## src/rtl/instr_encoder.sv

```systemverilog
//==============================================================================
// Module   : instr_encoder
// Purpose  : Packs decoded instruction fields into 32-bit ARM-subset words and
//            writes them sequentially into instruction memory.
// Option   : INSTR_ENCODER_CHECK_EN flags and drops op class 11 bundles.
// Revision : 1.0 - initial release
//==============================================================================
`default_nettype none

module instr_encoder #(
    parameter int                DEPTH  = 64,
    parameter int                ADDR_W = 32,
    parameter logic [ADDR_W-1:0] BASE   = '0
) (
    input  logic                       clk,
    input  logic                       reset,
    input  logic                       start,
    input  logic                       in_valid,
    output logic                       in_ready,
    input  logic                       in_last,
    input  logic [1:0]                 in_op,
    input  logic                       in_i,
    input  logic                       in_l,
    input  logic [3:0]                 in_cmd,
    input  logic                       in_s,
    input  logic [3:0]                 in_cond,
    input  logic [3:0]                 in_rn,
    input  logic [3:0]                 in_rd,
    input  logic [11:0]                in_src2,
    input  logic [23:0]                in_imm24,
    output logic                       wr_en,
    output logic [ADDR_W-1:0]          wr_addr,
    output logic [31:0]                wr_data,
    output logic                       busy,
    output logic                       done,
    output logic                       full,
    output logic                       err,
    output logic [$clog2(DEPTH+1)-1:0] count
);

    localparam int                c_CW    = $clog2(DEPTH + 1);
    localparam logic [c_CW-1:0]   c_DEPTH = c_CW'(DEPTH);
    localparam logic [ADDR_W-1:0] c_STEP  = ADDR_W'(4);

    localparam logic [1:0] c_IDLE   = 2'd0;
    localparam logic [1:0] c_ACCEPT = 2'd1;
    localparam logic [1:0] c_WRITE  = 2'd2;
    localparam logic [1:0] c_DONE   = 2'd3;

    logic [1:0]        r_state;
    logic [1:0]        w_state_nxt;
    logic [ADDR_W-1:0] r_addr;
    logic [31:0]       r_data;
    logic              r_last;
    logic [c_CW-1:0]   r_count;
    logic              r_full;
    logic              r_err;

    logic [31:0]       w_word;
    logic              w_accept;
    logic              w_illegal;
    logic              w_start_ok;
    logic [c_CW-1:0]   w_count_inc;

    always_comb begin
        w_word = '0;
        case (in_op)
            2'b00:   w_word = {in_cond, 2'b00, in_i, in_cmd, in_s, in_rn, in_rd, in_src2};
            // Immediate offset, pre-index, add, word access, no writeback.
            2'b01:   w_word = {in_cond, 2'b01, 1'b0, 1'b1, 1'b1, 1'b0, 1'b0, in_l,
                               in_rn, in_rd, in_src2};
            2'b10:   w_word = {in_cond, 2'b10, 1'b1, 1'b0, in_imm24};
            default: w_word = {in_cond, 2'b11, in_i, in_cmd, in_s, in_rn, in_rd, in_src2};
        endcase
    end

`ifdef INSTR_ENCODER_CHECK_EN
    assign w_illegal = (in_op == 2'b11);
`else
    assign w_illegal = 1'b0;
`endif

    assign w_accept    = (r_state == c_ACCEPT) && in_valid;
    assign w_start_ok  = ((r_state == c_IDLE) || (r_state == c_DONE)) && start;
    assign w_count_inc = r_count + c_CW'(1);

    always_comb begin
        w_state_nxt = r_state;
        case (r_state)
            c_IDLE, c_DONE: begin
                if (start) w_state_nxt = c_ACCEPT;
            end
            c_ACCEPT: begin
                if (w_accept) begin
                    if (!w_illegal)  w_state_nxt = c_WRITE;
                    else if (in_last) w_state_nxt = c_DONE;
                end
            end
            c_WRITE: begin
                if (r_last || (w_count_inc == c_DEPTH)) w_state_nxt = c_DONE;
                else                                    w_state_nxt = c_ACCEPT;
            end
            default: w_state_nxt = c_IDLE;
        endcase
    end

    always_ff @(posedge clk) begin
        if (reset) begin
            r_state <= c_IDLE;
            r_addr  <= BASE;
            r_data  <= '0;
            r_last  <= 1'b0;
            r_count <= '0;
            r_full  <= 1'b0;
            r_err   <= 1'b0;
        end else begin
            r_state <= w_state_nxt;
            if (w_start_ok) begin
                r_addr  <= BASE;
                r_count <= '0;
                r_full  <= 1'b0;
                r_err   <= 1'b0;
            end
            if (w_accept) begin
                if (w_illegal) begin
                    r_err <= 1'b1;
                end else begin
                    r_data <= w_word;
                    r_last <= in_last;
                end
            end
            if (r_state == c_WRITE) begin
                r_addr  <= r_addr + c_STEP;
                r_count <= w_count_inc;
                if (w_count_inc == c_DEPTH) r_full <= 1'b1;
            end
        end
    end

    // Gated by reset so a WRITE interrupted by reset never reaches memory.
    assign wr_en    = (r_state == c_WRITE) && !reset;
    assign wr_addr  = r_addr;
    assign wr_data  = r_data;
    assign in_ready = (r_state == c_ACCEPT);
    assign busy     = (r_state == c_ACCEPT) || (r_state == c_WRITE);
    assign done     = (r_state == c_DONE);
    assign full     = r_full;
    assign err      = r_err;
    assign count    = r_count;

endmodule

`default_nettype wire

```

## config.mk

```make
export PLATFORM = sky130hd
export DESIGN_NAME = instr_encoder
export DESIGN_NICKNAME = d
export VERILOG_FILES = /design/src/rtl/instr_encoder.sv
export SDC_FILE = /design/constraint.sdc
export NUM_CORES = 1
export LEC_CHECK = 0
export ABC_AREA = 1
export BUFFER_PORTS_ARGS = -buffer_cell sky130_fd_sc_hd__buf_2
export CAP_MARGIN = 30
export CORE_MARGIN = 2
export CORE_UTILIZATION = 50
export CTS_CLUSTER_SIZE = 25
export DETAILED_ROUTE_END_ITERATION = 8
export PLACE_DENSITY = 0.8
export RECOVER_POWER = 100
export SLEW_MARGIN = 20
export SYNTH_ARGS = -nofsm -noshare
export SYNTH_HDL_FRONTEND = slang
export SYNTH_SLANG_ARGS = --single-unit
```

## constraint.sdc

```tcl
create_clock -name clk -period 1.8 [get_ports clk]
set_input_delay 0.36 -clock clk [delete_from_list [all_inputs] [get_ports clk]]
set_output_delay 0.36 -clock clk [all_outputs]
set_load 0.01 [all_outputs]
```

# Word level (Yosys, flattened, before mapping)
# Cells that the tools add are included.
[totals] reg_bits=75 in_bits=62 word_cells=40
[op_classes] add_sub_neg=2 eq_ne=8 muxes=12 n_reduce_logical=12
[op_table] cell="$pmux W28 S3" n=1
[op_table] cell="$mux W32" n=2
[op_table] cell="$add A32 B3 Y32 const B" n=1
[op_table] cell="$mux W7" n=2
[op_table] cell="$add A7 B1 Y7 const B" n=1
[op_table] cell="$eq A7 B7 Y1 const B" n=1
[op_table] cell="$eq A2 B2 Y1 const B" n=3
[op_table] cell="$mux W2" n=3
[op_table] cell="$pmux W2 S3" n=1
[op_table] cell="$eq A2 B1 Y1 const B" n=2
[op_table] cell="$logic_not A2 Y1" n=2
[op_table] cell="$logic_and A1 B1 Y1" n=3
[op_table] cell="$logic_or A1 B1 Y1" n=3
[op_table] cell="$mux W1" n=3
[op_table] cell="$ne A2 B1 Y1 const B" n=1
[op_table] cell="$ne A2 B2 Y1 const B" n=1
[op_table] cell="$reduce_and A2 Y1" n=1
[op_table] cell="$reduce_bool A2 Y1" n=1
[op_table] cell="$reduce_or A2 Y1" n=1
[op_table] cell="$logic_not A1 Y1" n=1

# Longest topological paths before layout
# Gate-level depths: netlist of the first run.
[logic_depth] ltp_word=6 mapped_depth=10

# Least setup slack after synthesis of the first run
# Ideal clock, no wire load.
[synth_timing] path_kind="register -> register" start="register r_state[0]" end="register r_addr[8], in the netlist wr_addr[8]" arrival_time_ps=1440 t_required_ps=1679 setup_slack_ps=239 stages_incl_launch_ff=11 path_buffers=1 period_less_slack_ps=1561 path_cell_list="dfxtp_1 inv_1 ha_1 nand2_1 nor2_2 inv_1 buf_2 nand2_1 o21ai_0 o311ai_1 inv_1"
[synth_between] elab_chain_cells=4 word_cells_on_any_way=7 classes_between="2 x eq/ne; 1 x mux; 4 x reduce/logical"
[synth_lines] element="from (decl)" line="50" text="logic [1:0] r_state;"
[synth_lines] element="from (signal assigned)" line="109" text="r_state <= c_IDLE;"
[synth_lines] element="from (signal assigned)" line="117" text="r_state <= w_state_nxt;"
[synth_lines] element="$eq A2 B2 Y1 or $logic_not A2 Y1 (tied branches)" line="84" text="assign w_start_ok = ((r_state == c_IDLE) || (r_state == c_DONE)) && start;"
[synth_lines] element="$logic_or A1 B1 Y1" line="84"
[synth_lines] element="$logic_and A1 B1 Y1" line="84"
[synth_lines] element="$reduce_bool A2 Y1 (no line)"
[synth_lines] element="to (signal assigned)" line="133" text="r_addr <= r_addr + c_STEP;"
[synth_lines] element="to (decl)" line="52" text="logic [ADDR_W-1:0] r_addr;"
# Parallel ways exist; a longest one is shown, timed or not.
# A chain may end at the register's enable or synchronous reset.

# Final worst setup path of the first run
[layout_timing] start="register r_state[1]" end="output busy"
[layout_between] elab_chain_cells=2 word_cells_on_any_way=3 classes_between="2 x eq/ne; 1 x reduce/logical"
[layout_lines] element="$eq A2 B1 Y1 or $eq A2 B2 Y1 (tied branches)" line="145" text="assign busy = (r_state == c_ACCEPT) || (r_state == c_WRITE);"
[layout_lines] element="$logic_or A1 B1 Y1 (*)" line="145"
[layout_lines] element="to (decl)" line="34" text="output logic busy,"
# Every way passes the cells marked *; elsewhere a longest branch is shown, timed or not.

==> impl_results.md, run 1 <==
* Status: finished clean
* Vias in the first global route at 4024
* XOR/XNOR Fraction of Synth Area at 0
* Global-route met2 utilization at 0.457
* Clk sink count at 73
* Worst r2r src: r_state[1]
* CP Capture Type: output pin
* Total power at 0.00376 W
* Drc violations at 0
* Largest net degree at the start of global routing at 57
* CP peak stage delay at 430 ps
* Io pins at 139
* Tmin final at 1730 ps
* Clk root buf: clkbuf_8
* Placed insts at 800
* CTS tree: yes
* Met1 usage at 0.315
* Number of port buffers at 135
* Buf+Inv Stages, Crit Path at 3
* Non-filler instance count after layout at 817
* GRT Overall Usage at 0.266
* Min-delay worst type: input pin to flip-flop
* Clk slew on worst S/H paths at 70 ps
* Worst Path Required at 1440 ps
* Most frequent cells in the layout: 157 x nand2_1, 75 x clkbuf_1, 72 x dfxtp_1, 64 x buf_2, 63 x inv_1
* Leak pwr at 2.09 nW
* Initial antenna violation count at 0
* CP Launch Type: flip-flop
* WP data arrival at 1370 ps
* Period Utilization, post-route at 0.958
* H-tree levels at 3
* Layout area overhead at 23.2%
* Post-synth EDFFs at 0
* Core area at 7650 sq um
* PwrDens at 785 nW/um^2
* Yosys reg bits at 73
* Syn Area/Cell at 6.79 sq um
* Post-synthesis mux area share at 0
* Hold path start: in_cmd[3]
* GRT Residual Overflow at 0
* Post-CTS Hold Buffers at 0
* Critical-path top delay cell: dfxtp_1
* GR Util met3 at 0.0616
* Vias per cell at 5.16
* Final setup vio count at 0
* Post-synthesis cell type count at 37
* Reg-to-reg slack, setup at 110 ps
* Layout cells sized above 1 at 0.175
* Synth Area in Simple Gates at 0.350
* DR WL/cell at 13.1 um
* Kind of critical path: flip-flop to output pin
* Worst slack at placement at 176 ps
* Final worst slack at 75.0 ps
* Synth Area in Compound Gates at 0.153
* Syn Std Cell Area at 3890 sq um
* Initial cell density of the core at 0.509
* Largest delay share family, worst path: flip-flops
* Fin. Hold Viols at 0
* Fmax at 0.580 GHz
* CP Cell Sequence: ha_4 -> buf_4 -> inv_1 -> clkbuf_2
* Synth Instances at 573
* Nets at 778
* DR iter-0 viols at 288
* DRT Pass-1 Iters at 6
* Asr flop ratio synth at 0
* First-pass GRT wire length at 18300 um
* Layer with the highest usage: met2
* Seq/Total Area, Yosys at 0.376
* Primary FF master, synth: dfxtp_1
* CP max FO at 4
* Capturing point of the worst reg2reg path: wr_addr[21]
* Adder-cell share of the synthesized area at 0.0193
* Max-cap violations at 0
* DPL Wire Length at 8070 um
* Worst Hold Depth at 3
* Worst skew pair latency at 340 ps
* DRT Wirelength at 10700 um
* Clk buf depth at 2
* Via count at 4214
* RD Place Congestion at 0.957
* Chip height at 92.2 um
* Diode count at 0
* Peak VDD IR at 0.517 mV
* Die width at 92.2 um
* Max Slew Vio Count at 0
* Worst Hold Path EP: wr_data[24]
* Total Neg Setup Slack at 0 ps
* Num rows at 32
* Post-DRT Antenna Nets at 0
* Cells on worst reg2reg path at 6
* Synth Warn # at 0
* Main combinational cell family by area after synthesis: simple AND/OR/NAND/NOR gates
* Die area at 8500 sq um
* Worst Skew at 10.3 ps
* RSZ-0062 raised after global routing: no
* Leading cell type in the layout, fill and taps excluded: nand2_1
* Hold WS at 273 ps
* Total CTS buffers at 9
## worst max-delay path by stage
stage	startpoint	end	slack (ps)	cells past startpoint
global route	r_state[0]	wr_en	10	5
global placement	r_state[0]	wr_addr[25]	230	7
CTS	r_state[0]	busy	20	5
floorplan	r_state[0]	wr_addr[8]	240	10
finish	r_state[1]	busy	70	4
detailed placement	r_state[0]	wr_addr[11]	180	9
## cells in the mapped netlist (2+ instances only)
cell type,number,area (sq um)
nand2_1,157,589
dfxtp_1,73,1460
inv_1,63,236
nor2_1,56,210
nand3_1,50,250
a21oi_1,32,160
o21ai_0,25,125
o211ai_1,20,150
buf_2,10,50.1
clkbuf_1,10,37.5
inv_2,9,33.8
nand4_1,7,43.8
ha_1,6,75.1
nor2_2,6,37.5
buf_4,5,37.5
nor3_2,5,50.1
nand2_2,4,25.0
a31oi_1,3,18.8
nor2_4,3,33.8
o21ai_1,3,15.0
o22ai_1,3,18.8
a21boi_1,2,15.0
a221oi_1,2,17.5
a32o_1,2,20.0
and3_1,2,12.5
nand2_4,2,22.5
nand3_2,2,20.0
nor3_4,2,32.5
## metrics by stage
stage / utilization / area (sq um)
detailed placement: 0.614 / 4700
finish: 0.627 / 4790
CTS: 0.640 / 4890
global placement: 0.614 / 4700
global route: 0.627 / 4790
floorplan: - / 3900
## state kept, by name, summed over array words and instances (netlist names)
signal   count
wr_data     32
wr_addr     30
count        7
r_state      2
full         1
r_last       1
## cells by family (layout without fill, tap and decap cells)
family                   after synthesis  after routing
AND/OR/NAND/NOR                      299            299
AO/OA/AOI/OAI                         97             97
buffers and inverters                 97            237
flip-flops                            73             73
adder cells (fa/ha/maj)                6              6
other                                  1              3
## power breakdown
part / leakage [nW] / total (W) / switching [W] / internal (W)
sequential: 0.593 / 0.00178 / 0.0000590 / 0.00172
combinational: 1.40 / 0.000718 / 0.000443 / 0.000275
clock: 0.0974 / 0.00126 / 0.000587 / 0.000676
## layout make-up
| class | count | area [sq um] |
|---|---|---|
| clock buffers | 13 | 149 |
| clock inverters | 3 | 40.0 |
| fillers | 751 | 2860 |
| inverters | 72 | 273 |
| multi-input cells | 405 | 2030 |
| flip-flops and latches | 73 | 1460 |
| well taps | 102 | 128 |
| repair buffers | 149 | 708 |
## per-layer routing
metal / vias up / wire [um] / share of wire
met2: 166 / 5140 / 0.48
met5: - / 0 / 0
met3: 25 / 789 / 0.074
met4: 0 / 315 / 0.029
met1: 1888 / 4460 / 0.42
li1: 2135 / - / -
## tightest hold or removal path, cell delays in order
cell,delay (ps)
buf_2,100
nand2_1,50
a21oi_1,60
## timing repair
action                                  4_1_cts  5_1_grt
resized for setup                             4        1
buffers inserted                              0        1
endpoints found under the setup margin        2        3
cloned                                        0        0
(Power assumes the default switching activity.)
==> inputs of run 2 (changes only) <==
Settings changed: ABC_AREA 1 to 0, CORE_UTILIZATION 50 to 49, REMOVE_ABC_BUFFERS set to 1.
==> impl_results.md, run 2 <==
* Leading cell type in the layout, fill and taps excluded: buf_2
* Worst Path Required at 2030 ps (+590 ps)
* Worst r2r src: wr_addr[2]
* Synth Instances at 414 (-28%)
* Max FFs per register at 32 (unchanged)
* Hold path start: in_last
* Worst slew pin tran at 590 ps
* Final worst slack at -176 ps (-251 ps)
* GRT Residual Overflow at 0 (unchanged)
* Hold WS at 257 ps (-15.8 ps)
* CP Capture Type: flip-flop
* Slew headroom at 0.603
* Layout cells sized above 1 at 0.392 (+0.218)
* Io pins at 139 (unchanged)
* Adder-cell share of the synthesized area at 0.0211 (+0.00176)
* Post-synthesis mux area share at 0.105 (+0.105)
* Leak pwr at 2.26 nW (+7.9%)
* Peak VDD IR at 0.454 mV (-12%)
* Area contributors post-synth: dfxtp_1 41%, mux2i_1 9.3%, nand2_1 4.8%, a211oi_1 4.6%, nor2_1 4.3%
* RD Place Congestion at 0.872 (-8.9%)
* Most frequent cells in the layout: 100 x buf_2, 65 x dfxtp_1, 61 x buf_4, 45 x nand2_1, 40 x nor2_1
* CP max FO at 6 (+2)
* Post-DRT Antenna Nets at 0 (unchanged)
* Primary FF master, synth: dfxtp_1
* Fin. Hold Viols at 0 (unchanged)
* FF/Latch Area at 1470 sq um (+0.60%)
* CP peak stage delay at 570 ps (+140 ps)
* DRT Wirelength at 10800 um (+0.87%)
* Syn Std Cell Area at 3560 sq um (-8.4%)
* Die area at 7970 sq um (-6.2%)
* Yosys top cell area share at 0.410 (+0.0343)
* PwrDens at 708 nW/um^2 (-9.8%)
* DR iter-0 viols at 336 (+17%)
* Worst Hold Depth at 3 (unchanged)
* Core area at 7140 sq um (-6.7%)
* H-tree levels at 3 (unchanged)
* Syn Area/Cell at 8.61 sq um (+27%)
* DPL Wire Length at 7330 um (-9.3%)
* Seq/Total Area, Yosys at 0.410 (+0.0343)
* Reg power frac at 0.483 (+0.010)
* Reg-to-reg slack, setup at -180 ps (-290 ps)
* Post-CTS Hold Buffers at 0 (unchanged)
* Num rows at 31 (-3.1%)
* Critical-path top delay cell: or4_4
* Violated checks: negative setup slack
* Min-delay worst type: input pin to flip-flop
* Util after Layout at 0.718 (+0.0909)
* CTS tree: yes
* Main combinational cell family by area after synthesis: simple AND/OR/NAND/NOR gates
* Diode count at 0 (unchanged)
* Most numerous cell in the Yosys netlist: dfxtp_1
* WP data arrival at 2200 ps (+830 ps)
* Tmin final at 1980 ps (+251 ps)
* CP Launch Type: flip-flop
* Max-cap violations at 0 (unchanged)
* RSZ-0062 raised after global routing: yes
* Initial antenna violation count at 0 (unchanged)
* Combined area of the multi-input logic cells at 2090 sq um (+2.7%)
* Commonest cells post-synth: 73 x dfxtp_1, 46 x nand2_1, 41 x nor2_1, 33 x mux2i_1, 30 x a21oi_1
* Largest area contributor in the netlist: dfxtp_1
* Yosys reg bits at 73 (unchanged)
* Vias in the first global route at 3504 (-13%)
* Largest delay share family, worst path: simple AND/OR/NAND/NOR gates
* DR WL/cell at 15.2 um (+16%)
* Synth Area in Compound Gates at 0.178 (+0.0259)
* Clk sink count at 73 (unchanged)
* Clk root buf: clkbuf_8
* Final setup vio count at 14 (+14)
* Post-synth EDFFs at 0 (unchanged)
* Design Area, Final at 5120 sq um (+6.9%)
* Nets at 673 (-13%)
* Die width at 89.3 um (-3.2%)
* Worst Hold Path EP: r_last
* Vias per cell at 5.56 (+7.8%)
* CP Cell Sequence: ha_2 -> nand3_2 -> or4_4 -> buf_6 -> o311ai_1 -> a21oi_2
* Buf+Inv Stages, Crit Path at 1 (-2)
* Via count at 3936 (-6.6%)
* Drc violations at 0 (unchanged)
* Fmax at 0.506 GHz (-13%)
* GRT Overall Usage at 0.265 (-0.000965)
* DRT Pass-1 Iters at 5 (-1)
* Clk slew on worst S/H paths at 80 ps (about the same)
* Number of port buffers at 135 (unchanged)
* First-pass GRT wire length at 16200 um (-11%)
* Worst Skew at 7.56 ps (-2.73 ps)
* Layout area overhead at 43.7%
* Switching pwr at 0.00108 W (-0.47%)
* DP Area at 4690 sq um (about the same)
* Synth Warn # at 0 (unchanged)
* Initial cell density of the core at 0.499 (-0.00921)
* Fillers at 594 (-21%)
* Kind of critical path: flip-flop to flip-flop
* Clock network fraction of total power at 0.317 (-0.019)
* Status: finished, violations left
* Total CTS buffers at 9 (unchanged)
* Cells on worst reg2reg path at 6 (unchanged)
* Max Slew Vio Count at 0 (unchanged)
* XOR/XNOR Fraction of Synth Area at 0.00246 (+0.00246)
* Worst skew pair latency at 350 ps (about the same)
* Post-synthesis cell type count at 52 (+41%)
* Switching share of power at 0.299 (+0.00943)
* Capturing point of the worst reg2reg path: wr_addr[22]
* Comb pwr share at 0.200 (+0.009)
* Internal at 0.00254 W (-4.9%)
* Largest net degree at the start of global routing at 39 (-32%)
* Asr flop ratio synth at 0 (unchanged)
* Period Utilization, post-route at 1.10 (+0.140)
* Clk buf depth at 2 (unchanged)
* Chip height at 89.3 um (-3.2%)
* Synth Area in Simple Gates at 0.226 (-0.124)
## run 2: logic make-up after synthesis
kind of cell,count (synthesis)
AND/OR/NAND/NOR,162
AO/OA/AOI/OAI,95
flip-flops,73
buffers and inverters,39
multiplexers,37
adder cells (fa/ha/maj),6
other,1
XOR/XNOR,1
## run 2: what timing repair did
item                       CTS  global route
hold endpoints to repair     0             0
setup endpoints to repair   13            35
resized for setup           34            26
pin swaps                   14            12
setup buffers                7             4
## run 2: how the worst max path moves through the flow
stage	depth (start not counted)	from	to
5_1_grt	6	wr_addr[2]	wr_addr[22]
3_3_place_gp	7	r_state[0]	wr_addr[22]
2_1_floorplan	6	r_state[0]	wr_addr[22]
4_1_cts	6	r_state[0]	wr_addr[23]
6_report	6	wr_addr[2]	wr_addr[22]
3_5_place_dp	7	r_state[0]	wr_addr[26]
## run 2: layer usage
layer | vias up | global-route usage | wire length, um
li1 | 1894 | - | -
met1 | 1811 | 0.320 | 4390
met2 | 206 | 0.442 | 5280
met3 | 25 | 0.0637 | 855
met4 | 0 | 0.129 | 270
met5 | - | 0 | 0
## run 2: through the flow
step                      worst slack, ps  TNS, ps  std cells  total power [W]
after floorplan                      -527   -14390        387          0.00214
after global placement               -116     -693        682          0.00245
after detailed placement             -239    -1590        682          0.00248
after CTS                            -140     -829        704          0.00363
after global routing                 -211    -1590        708          0.00379
final                                -176     -809        708          0.00362
## run 2: area by class of cell
| class | instances | share of cell area |
|---|---|---|
| clock inverter | 5 | 0.00635 |
| multi-input combinational | 304 | 0.408 |
| inverter | 10 | 0.00733 |
| tap | 99 | 0.0242 |
| clock buffer | 10 | 0.0269 |
| sequential | 73 | 0.287 |
| timing repair buffer | 207 | 0.240 |
## run 2: power groups by stage
stage,Combinational (W),Clock [W],Sequential (W)
3_3_place_gp,0.000676,0,0.00178
4_1_cts,0.000724,0.00116,0.00175
2_1_floorplan,0.000315,0,0.00182
6_report,0.000724,0.00115,0.00175
5_1_grt,0.000805,0.00122,0.00176
3_5_place_dp,0.000697,0,0.00178
## run 2: worst reg2reg max path, cell delays in order (launching register included)
cell      delay [ps]
dfxtp_2          340
ha_2             200
nand3_2           90
or4_4            570
buf_6            170
o311ai_1         390
a21oi_2          100
==> inputs of run 3 (changes only) <==
Settings changed: CORE_MARGIN 2 to not set, PLACE_DENSITY 0.8 to 0.78.
==> impl_results.md, run 3 (synthesis results as in run 2) <==
* Layout cells sized above 1 at 0.296 (-0.0968)
* Die area at 7620 sq um (-4.4%)
* DPL Wire Length at 7170 um (-2.2%)
* RD Place Congestion at 0.866 (-0.68%)
* Max FFs per register at 32 (unchanged)
* Max Slew Vio Count at 0 (unchanged)
* Non-filler instance count after layout at 698 (-1.4%)
* Final worst slack at -201 ps (-25.0 ps)
* Post-DRT Antenna Nets at 0 (unchanged)
* Status: finished, violations left
* Reg-to-reg slack, setup at -200 ps (-20 ps)
* Worst Hold Depth at 3 (unchanged)
* Tmin final at 2000 ps (+25.0 ps)
* Worst slack at placement at -199 ps (+40.2 ps)
* Worst r2r src: wr_addr[12]
* DR WL/cell at 14.9 um (-2.3%)
* WP data arrival at 2270 ps (+70 ps)
* Io pins at 139 (unchanged)
* Placed insts at 675 (-1.0%)
* Total CTS buffers at 9 (unchanged)
* Die width at 87.3 um (-2.2%)
* Leak pwr at 2.09 nW (-7.3%)
* CP Capture Type: flip-flop
* Violated checks: negative setup slack
* H-tree levels at 3 (unchanged)
* Min-delay worst type: input pin to flip-flop
* RSZ-0062 raised after global routing: yes
* Period Utilization, post-route at 1.11 (+0.0139)
* DRT Pass-1 Iters at 4 (-1)
* Hold path start: in_cond[0]
* Leading cell type in the layout, fill and taps excluded: buf_2
* Peak VDD IR at 0.529 mV (+16%)
* Total Neg Setup Slack at -1830 ps (-1020 ps)
* GRT Overall Usage at 0.265 (about the same)
* Fin. Hold Viols at 0 (unchanged)
* Initial cell density of the core at 0.516 (+0.0166)
* Max-cap violations at 0 (unchanged)
* Total power at 0.00400 W (+10%)
* CP Cell Sequence: clkbuf_1 -> nand3_1 -> or3_2 -> or4_1 -> a21oi_1
* Via count at 3867 (-1.8%)
* Chip height at 87.3 um (-2.2%)
* Largest net degree at the start of global routing at 39 (unchanged)
* CP Launch Type: flip-flop
* Worst skew pair latency at 340 ps (about the same)
* Fillers at 594 (unchanged)
* Vias per cell at 5.54 (-0.35%)
* CTS tree: yes
* Kind of critical path: flip-flop to flip-flop
* Final setup vio count at 17 (+3)
* Clk root buf: clkbuf_8
* Nets at 665 (-1.2%)
* Worst Path Required at 2070 ps (+40 ps)
* Worst Hold Path EP: wr_data[28]
* CP peak stage delay at 540 ps (-30 ps)
* Hold WS at 257 ps (-0.171 ps)
* Clk buf depth at 2 (unchanged)
* DRT Wirelength at 10400 um (-3.7%)
* Initial antenna violation count at 0 (unchanged)
* Vias in the first global route at 3506 (+0.057%)
* Number of port buffers at 135 (unchanged)
* Capturing point of the worst reg2reg path: wr_addr[23]
* Clk slew on worst S/H paths at 80 ps (about the same)
* Cells on worst reg2reg path at 5 (-1)
* Layout area overhead at 38.9%
* Core area at 6910 sq um (-3.2%)
* First-pass GRT wire length at 15600 um (-3.7%)
* Drc violations at 0 (unchanged)
* Diode count at 0 (unchanged)
* Most frequent cells in the layout: 81 x buf_2, 71 x dfxtp_1, 69 x clkbuf_1, 45 x nand2_1
* Clk sink count at 73 (unchanged)
* PwrDens at 808 nW/um^2 (+14%)
* GRT Residual Overflow at 0 (unchanged)
* Num rows at 30 (-3.2%)
* Fmax at 0.500 GHz (-1.2%)
* Worst Skew at 8.74 ps (+1.18 ps)
* Critical-path top delay cell: or3_2
* DR iter-0 viols at 216 (-36%)
* CP max FO at 7 (+1)
-- run 3: cell types whose count changed in the layout (fill, tap and decap cells not counted), moves of 3 or more --
cell | before | now
dfxtp_2 | 8 | 2
o311ai_2 | 3 | 0
buf_2 | 100 | 81
clkbuf_1 | 35 | 69
buf_4 | 61 | 40
dfxtp_1 | 65 | 71
bufinv_16 | 0 | 3
-- run 3: cell type report --
type                       count  area [sq um]  share of cell area
inverter                      10          38.8             0.00784
clock buffer                  11           141              0.0286
multi-input combinational    304          2010               0.407
tap                           96           120              0.0243
timing repair buffer         199          1070               0.216
sequential                    73          1460               0.296
clock inverter                 5           103              0.0207
-- run 3: where the power goes --
part           leakage [nW]  switching (W)  total (W)  internal, W
sequential            0.593      0.0000463    0.00175      0.00170
combinational          1.38       0.000397   0.000677     0.000280
clock                 0.120       0.000615    0.00157     0.000958
total                  2.09        0.00106    0.00400      0.00294
-- run 3: repair_timing --
item,in CTS,in global routing
buffers inserted,5,2
pin swaps,6,6
gates resized for setup,23,14
setup endpoints to repair,19,30
hold buffers,0,0
-- run 3: through the flow --
step | cell area, sq um | utilization
after global routing | 4950 | 0.716
final | 4950 | 0.716
after CTS | 5000 | 0.724
after floorplan | 3410 | -
after detailed placement | 4660 | 0.675
after global placement | 4660 | 0.675
-- run 3: worst max-delay path: cells and delay by family (launching register included) --
family	cells	cell delay, ps
AOI/OAI and AO/OA	1	160
DFF	1	330
buffers and inverters	1	290
and+or+nand+nor	3	1150
-- run 3: worst max path at each step --
stage	slack (ps)	cells past startpoint	endpoint	from
floorplan	-530	6	wr_addr[22]	r_state[0]
finish	-200	5	wr_addr[23]	wr_addr[12]
CTS	-160	7	wr_addr[23]	r_state[0]
global placement	-140	6	wr_addr[22]	r_state[0]
detailed placement	-200	7	wr_addr[14]	r_state[0]
global route	-310	7	wr_addr[22]	r_state[0]
-- run 3: routing by layer --
| metal | vias up | share of wire | global-route usage | wire (um) |
|---|---|---|---|---|
| li1 | 1886 | - | - | - |
| met1 | 1776 | 0.42 | 0.317 | 4330 |
| met2 | 180 | 0.49 | 0.446 | 5080 |
| met3 | 25 | 0.068 | 0.0607 | 708 |
| met4 | 0 | 0.027 | 0.133 | 279 |
| met5 | - | 0 | 0 | 0 |
